<file path="src/rtl/sprite_rom_arbiter.sv">
// Round-robin arbiter sharing one fixed-latency sprite/background ROM among
// N_REQ pixel fetchers. Each read is tagged with its owner so the data comes back to that requester only.
module sprite_rom_arbiter #(
  parameter int N_REQ  = 4,
  parameter int ADDR_W = 19,
  parameter int DATA_W = 24,
  parameter int RD_LAT = 2
) (
  input  logic                      Clk,
  input  logic                      Reset,
  input  logic                      prio_en,
  input  logic [N_REQ-1:0]          req,
  input  logic [N_REQ*ADDR_W-1:0]   addr,
  output logic [N_REQ-1:0]          gnt,
  output logic                      mem_rd,
  output logic [ADDR_W-1:0]         mem_addr,
  input  logic [DATA_W-1:0]         mem_rdata,
  output logic [N_REQ-1:0]          rvalid,
  output logic [DATA_W-1:0]         rdata,
  output logic                      busy
);

  localparam int IDX_W     = (N_REQ > 1) ? $clog2(N_REQ) : 1;
  localparam int TAG_DEPTH = RD_LAT + 1;

  logic [IDX_W-1:0]  last_q, last_d;
  logic              mem_rd_q, mem_rd_d;
  logic [ADDR_W-1:0] mem_addr_q, mem_addr_d;
  logic [TAG_DEPTH-1:0] tag_vld_q;
  logic [IDX_W-1:0]  tag_own_q [TAG_DEPTH];

  logic              win_vld;
  logic [IDX_W-1:0]  win_idx;
  logic [ADDR_W-1:0] addr_arr [N_REQ];

  for (genvar gi = 0; gi < N_REQ; gi++) begin : g_slice
    assign addr_arr[gi] = addr[gi*ADDR_W +: ADDR_W];
    assign gnt[gi]      = win_vld && (win_idx == IDX_W'(gi));
    assign rvalid[gi]   = tag_vld_q[TAG_DEPTH-1] && (tag_own_q[TAG_DEPTH-1] == IDX_W'(gi));
  end

  // Reset suppresses the grant combinationally so nothing is issued in a reset cycle.
  always_comb begin
    int cand;
    win_vld = 1'b0;
    win_idx = '0;
    cand    = 0;
    if (!Reset && (req != '0)) begin
      if (prio_en && req[0]) begin
        win_vld = 1'b1;
      end else begin
        for (int k = 1; k <= N_REQ; k++) begin
          cand = (int'(last_q) + k) % N_REQ;
          if (!win_vld && req[cand]) begin
            win_vld = 1'b1;
            win_idx = IDX_W'(cand);
          end
        end
      end
    end
  end

  always_comb begin
    last_d     = last_q;
    mem_rd_d   = win_vld;
    mem_addr_d = mem_addr_q;
    if (win_vld) begin
      last_d     = win_idx;
      mem_addr_d = addr_arr[win_idx];
    end
  end

  always_ff @(posedge Clk) begin
    if (Reset) begin
      last_q     <= IDX_W'(N_REQ - 1);
      mem_rd_q   <= 1'b0;
      mem_addr_q <= '0;
      tag_vld_q  <= '0;
      for (int k = 0; k < TAG_DEPTH; k++) tag_own_q[k] <= '0;
    end else begin
      last_q     <= last_d;
      mem_rd_q   <= mem_rd_d;
      mem_addr_q <= mem_addr_d;
      tag_vld_q  <= {tag_vld_q[TAG_DEPTH-2:0], win_vld};
      tag_own_q[0] <= win_idx;
      for (int k = 1; k < TAG_DEPTH; k++) tag_own_q[k] <= tag_own_q[k-1];
    end
  end

  // The last tag stage lines up with mem_rdata RD_LAT cycles after mem_rd.
  assign mem_rd   = mem_rd_q;
  assign mem_addr = mem_addr_q;
  assign rdata    = (|rvalid) ? mem_rdata : '0;
  assign busy     = mem_rd_q | (|tag_vld_q);

endmodule
</file>
<file path="config.mk">
export PLATFORM = sky130hd
export DESIGN_NAME = sprite_rom_arbiter
export DESIGN_NICKNAME = d
export VERILOG_FILES = /design/src/rtl/sprite_rom_arbiter.sv
export SDC_FILE = /design/constraint.sdc
export NUM_CORES = 1
export LEC_CHECK = 0
export ABC_AREA = 0
export CAP_MARGIN = 0
export CORE_MARGIN = 2
export CORE_UTILIZATION = 31
export CTS_BUF_LIST = sky130_fd_sc_hd__clkbuf_4
export DETAILED_ROUTE_END_ITERATION = 8
export PLACE_DENSITY = 0.9
export REMOVE_ABC_BUFFERS = 1
export SLEW_MARGIN = 20
export SYNTH_ARGS = -nofsm -noshare
export SYNTH_HDL_FRONTEND = slang
export SYNTH_SLANG_ARGS = --single-unit
export TNS_END_PERCENT = 20
</file>
<file path="constraint.sdc">
create_clock -name Clk -period 1.5 [get_ports Clk]
set_input_delay 0.15 -clock Clk [delete_from_list [all_inputs] [get_ports Clk]]
set_output_delay 0.15 -clock Clk [all_outputs]
set_load 0.01 [all_outputs]
</file>
**After elaboration in Yosys (flattened, before gate mapping)**

Memories as Yosys holds them, arrays and structs flattened.
Index checks and enable logic that the tools add are counted.

- Output and inout bits: 53
- RAM bits: 6
- Input bits: 107
- Logic and storage cells: 95
- Register bits after elaboration: 25
- Memories: 1

- Add/sub/neg operators: 4
- Muxes and demuxes: 40
- Eq/ne operators: 6
- $lt $le $gt $ge: 5
- Bitwise gates (word level): 9
- Reductions and logical operators: 26

Memory list:

| memory | depth | bits a word | rd ports | clocked after memory_dff | write ports | line | source |
|---|---|---|---|---|---|---|---|
| tag_own_q | 3 | 2 | 3 | 0 | 3 | 30 | `logic [IDX_W-1:0] tag_own_q [TAG_DEPTH];` |

Operators with widths:

| kind | count |
|---|---|
| 19-bit binary-select mux with 2-bit select | 1 |
| 19-bit two-way mux | 2 |
| 24-bit two-way mux | 1 |
| 1-bit two-way mux | 23 |
| 2-bit two-way mux | 9 |
| 3-bit by 4-bit < comparator with 1-bit output, second input constant | 4 |
| 1-bit logical AND | 13 |
| 1-bit binary-select mux with 2-bit select | 4 |
| 2-bit == test, second input constant | 4 |
| 2-bit OR reduction | 4 |
| 2-bit by 1-bit adder with 2-bit output, second input constant | 2 |
| 2-bit adder, second input constant | 2 |
| 1-bit bitwise AND, first input constant | 4 |
| 2-bit by 1-bit == test with 1-bit output, second input constant | 2 |
| 1-bit zero test | 4 |
| 2-bit zero test | 2 |
| 1-bit OR | 4 |
| 4-bit nonzero test | 1 |
| 4-bit OR reduction | 1 |
| 3-bit >= comparator, second input constant | 1 |
| 2-bit inverter with 3-bit output | 1 |
| 3-bit OR reduction | 1 |

**Depth between registers and ports, before layout**

- Depth in word-level cells: 28
- Gate-level depth with buffers: 7
- Gate-level depth less buffers: 6

**Least setup slack after synthesis**

OpenSTA, ideal clock, no wires.

- Path kind: reg-to-reg
- From: register last_q[1]
- To: register mem_addr_q[10], in the netlist mem_addr[10]
- Cell stages (with the launch flop): 8
- Setup slack: -0.027 ns
- Required time: 1.381 ns
- Buffers on the path: 1
- Arrival time: 1.407 ns
- Path through: dfxtp_1 > or2b_1 > a21oi_2 > nor3_4 > nand3_4 > buf_12 > o221ai_2 > a21oi_2

- Cells in the longest elaborated chain, start to end: 26

RTL lines:

| what | line | source |
|---|---|---|
| from (decl) | 26 | `logic [IDX_W-1:0] last_q, last_d;` |
| from (signal assigned) | 75 | `last_q <= IDX_W'(N_REQ - 1);` |
| from (signal assigned) | 81 | `last_q <= last_d;` |
| 2-bit by 1-bit adder with 2-bit output | 53 | `cand = (int'(last_q) + k) % N_REQ;` |
| 1-bit binary-select mux with 2-bit select | 54 | `if (!win_vld && req[cand]) begin` |
| 1-bit two-way mux (not written as such) (2 in a row) | 54 |  |
| 1-bit two-way mux | 54 |  |
| 1-bit two-way mux | 49 | `if (prio_en && req[0]) begin` |
| 1-bit two-way mux | 48 | `if (!Reset && (req != '0)) begin` |
| 1-bit zero test | 54 |  |
| 1-bit logical AND | 54 |  |
| [8 not listed] | -- |  |
| 1-bit zero test | 54 |  |
| 1-bit logical AND | 54 |  |
| 2-bit two-way mux | 54 |  |
| 2-bit two-way mux | 49 |  |
| 2-bit two-way mux | 48 |  |
| 2-bit inverter with 3-bit output (not written as such) | 69 | `mem_addr_d = addr_arr[win_idx];` |
| 19-bit binary-select mux with 2-bit select | 69 |  |
| 19-bit two-way mux (not written as such) (2 in a row) | 69 |  |
| to (signal assigned) | 83 | `mem_addr_q <= mem_addr_d;` |
| to (decl) | 28 | `logic [ADDR_W-1:0] mem_addr_q, mem_addr_d;` |

Several ways; a longest one is shown, not always the timed one. The select of a mux whose other input is x is not followed.
A chain may end at the register's enable or synchronous reset.

**Worst setup path in the final report**

- From: register last_q[1]
- To: output gnt[3]

- Cells in the longest elaborated chain, start to end: 24

RTL lines:

| what | line | source |
|---|---|---|
| 2-bit by 1-bit adder with 2-bit output | 53 |  |
| 1-bit binary-select mux with 2-bit select | 54 |  |
| 1-bit two-way mux (not written as such) (2 in a row) | 54 |  |
| 1-bit two-way mux | 54 |  |
| 1-bit two-way mux | 49 |  |
| 1-bit two-way mux | 48 |  |
| 1-bit zero test | 54 |  |
| 1-bit logical AND | 54 |  |
| [7 not listed] | -- |  |
| 1-bit two-way mux | 48 |  |
| 1-bit zero test | 54 |  |
| 1-bit logical AND | 54 |  |
| 2-bit two-way mux | 54 |  |
| 2-bit two-way mux | 49 |  |
| 2-bit two-way mux | 48 |  |
| 2-bit == test | 38 | `assign gnt[gi] = win_vld && (win_idx == IDX_W'(gi));` |
| 1-bit logical AND * | 38 |  |
| to (decl) | 14 | `output logic [N_REQ-1:0] gnt,` |

Every way passes the cells marked *; elsewhere a longest branch is shown, timed or not. The select of a mux whose other input is x is not followed.

==> impl_metrics.py <==
metrics = {
    "global_route": {
        "grt_pass1_vias": 2588,
        "grtUsageMet3_pct": 7.47,
        "globalRouteMet1Util_pct": 19.7,
        "grt_overflow_total": 0,
        "grt_use_total_pct": 20.9,
        "busiest_layer": "met2",
        "grt_pass1_wl_mm": 11.8,
        "grt_use_met2_pct": 40.1,
        "antenna_found_initial": 0,
        "grt_max_degree": 28,
    },
    "synthesis": {
        "netlist_instances": 233,
        "synth_cell_type_count": 38,
        "ys_seq_area_share_pct": 30.1,
        "synth_largest_area_cell": "dfxtp_1",
        "synth_area_per_cell_um2": 8.56,
        "synth_top_area_share_pct": 30.1,
        "synth-seq-cells": 30,
        "synth_area_leaders": "dfxtp_1 30%, mux2i_1 9.0%, nor2_1 7.9%",
        "synth_area_mm2": 0.00199,
        "yosys_warnings": 0,
    },
    "clocking": {
        "clock-root-buffer": "clkbuf_4",
        "clock-sinks": 30,
        "cts_buffers": 5,
        "htreeDepth": 2,
        "clkTransAtPathRegs_ns": 0.09,
        "cts_tree": "built",
        "clockBufferDepth": 2,
        "worstSkewPairLatency_ns": 0.32,
    },
    "final_layout": {
        "area_growth_pct": 102,
        "finalNonFillerCells": 491,
        "antenna_cells": 0,
        "multiInputGateArea_mm2": 0.00137,
        "num-fill-cells": 532,
        "fin_area_mm2": 0.00402,
        "layout-drive-gt1-share_pct": 23.2,
        "fin_nets": 521,
        "seqCellArea_um2": 607,
        "fin_util_pct": 64.1,
    },
    "critical_path": {
        "crit_family": "simple AND/OR/NAND/NOR gates",
        "max_stage_delay_ns": 0.37,
        "path_cells": "or2b_1 > a21oi_2 > nor3_4 > buf_6 > nor3_1 > buf_2",
        "critical_path_class": "reg2out",
        "startpoint_type": "flip-flop",
        "crit_required_ns": 1.35,
        "crit_buf_inv": 2,
        "endpoint_kind": "output pin",
        "slowest_stage": "dfxtp_4",
        "crit_arrival_ns": 1.67,
        "path_max_fanout": 6,
    },
    "floorplan": {
        "chipWidth_um": 84.2,
        "fp.dieH_um": 84.2,
        "die-area_mm2": 0.00709,
        "core-area_mm2": 0.00628,
        "rows": 29,
        "start_util_pct": 31.8,
        "ios": 160,
    },
    "place": {
        "placed_cells": 476,
        "dpl_cell_area_mm2": 0.00376,
        "io_buffers": 159,
        "place.gp.congestion": 0.814,
        "dp_hpwl_mm": 5.74,
    },
    "detailed_routing": {
        "ant_nets": 0,
        "drc_errors": 0,
        "drt_first_pass_iters": 5,
        "drt_iter0_markers": 50,
        "wl_mm": 7.59,
        "vias": 2533,
        "viasPerCell": 5.16,
        "wire_per_inst_um": 15.5,
    },
    "pwr": {
        "vdd_ir_drop_max_mv": 0.340,
        "power.total_mw": 2.56,
        "p_clk_share_pct": 18.9,
        "p_sw_mw": 0.789,
        "swShare_pct": 30.8,
        "leakage_nw": 1.72,
        "seq_power_share_pct": 35.9,
        "power_density_mw_per_mm2": 637,
        "p_int_mw": 1.77,
        "combPwrFrac_pct": 45.2,
    },
    "sta": {
        "setup_violations": 25,
        "clock_skew_ns": 0.00888,
        "final_hold_viol_count": 0,
        "max_slew.worst_pin.slew_ns": 0.367,
        "rsz0062_at_grt": "true",
        "period_needed_ns": 1.82,
        "finalCritPeriodShare_pct": 122,
        "slew_violations": 0,
        "slew_headroom_pct": 75.5,
        "fin_setup_tns_ns": -6.73,
        "setup_ws_ns": -0.324,
        "timing.fmax_mhz": 548,
    },
    "run_status": {
        "violations": "setup timing",
        "outcome": "finished, violations left",
    },
    "run": {
        "max_cap_violations": 0,
    },
    "worst_hold_path": {
        "hp-class": "in2reg",
    },
}
-- kinds of logic after synthesis --
family,synth area share (%)
AO/OA/AOI/OAI,20.9
multiplexers,9.03
flip-flops,30.1
buffers and inverters,8.16
AND/OR/NAND/NOR,31.8
-- cell usage in the layout (no fill, tap or decap), drive strengths merged, types with 2 or more instances in the layout --
cell type      count
buf               36
nor2              43
nor3b              3
dfxtp             30
nand2             10
clkdlybuf4s50    123
nand3              2
nor2b              7
mux2i             18
inv                2
o221ai            19
nor3              23
dlygate4sd2       29
a21oi             22
and2              24
clkbuf             9
-- path summary, 6_finish.rpt --
kind                                        end             from  cells after the start  slack, ns
worst max-delay path                     gnt[3]        last_q[1]                      6      -0.32
worst min-delay path               mem_addr[18]         addr[37]                      3       0.42
worst min register to register  tag_own_q[0][4]  tag_own_q[0][2]                      1       0.44
worst max register to register      mem_addr[8]        last_q[1]                      9      -0.29
-- power groups by stage --
stage,Sequential (mW),Clock (mW),Combinational (mW)
after global routing,0.930,0.543,1.23
after detailed placement,0.936,0,1.04
after global placement,0.932,0,1.01
after CTS,0.920,0.506,1.11
final,0.920,0.485,1.16
after floorplan,0.963,0,0.347
-- stage by stage --
stage | worst slack [ns] | hold WS (ns)
2_1_floorplan | -0.952 | 0.222
3_3_place_gp | -0.717 | 0.416
3_5_place_dp | -0.735 | 0.425
4_1_cts | -0.298 | 0.398
5_1_grt | -0.404 | 0.405
6_report | -0.324 | 0.417
-- area by class of cell --
type	count	share of cell area, %
multi-input cells	184	34.0
inverters	2	0.187
repair buffers	191	47.1
well taps	77	2.40
flip-flops and latches	30	15.1
clock buffers	7	1.31
-- Yosys cell counts (all sizes together) --
library cell  count
nor2             43
dfxtp            30
and2             24
nor3             23
a21oi            22
o221ai           19
mux2i            18
buf              11
nand2            10
nor2b             7
clkbuf            6
nor3b             3
inv               2
nand3             2
a211o             1
a31oi             1
and3              1
nand2b            1
nand3b            1
nor4              1
o211ai            1
o21ai             1
o2bb2ai           1
or2               1
or2b              1
or3               1
or4               1
-- registers in the layout, indices dropped and copies added, names as in the netlist --
name,flops
mem_addr,19
last_q,2
tag_vld_q,3
tag_own_q,6
-- per-layer routing --
| layer | vias to the layer above | wire length [um] |
|---|---|---|
| li1 | 1190 | - |
| met1 | 1178 | 2730 |
| met2 | 151 | 3980 |
| met3 | 14 | 760 |
| met4 | 0 | 122 |
| met5 | - | 0 |
-- worst min-delay path, stage by stage --
cell             delay, ns
clkdlybuf4s50_1       0.40
nand2_1               0.07
a31oi_1               0.08
-- repair_timing --
| item | 4_1_cts | 5_1_grt |
|---|---|---|
| setup endpoints to repair | 54 | 29 |
| hold buffers | 0 | 0 |
| resized for setup | 80 | 17 |
| pin swaps | 21 | 4 |
| gates cloned | 0 | 1 |
| buffers inserted | 7 | 0 |
Power figures use the tool's default switching activity.
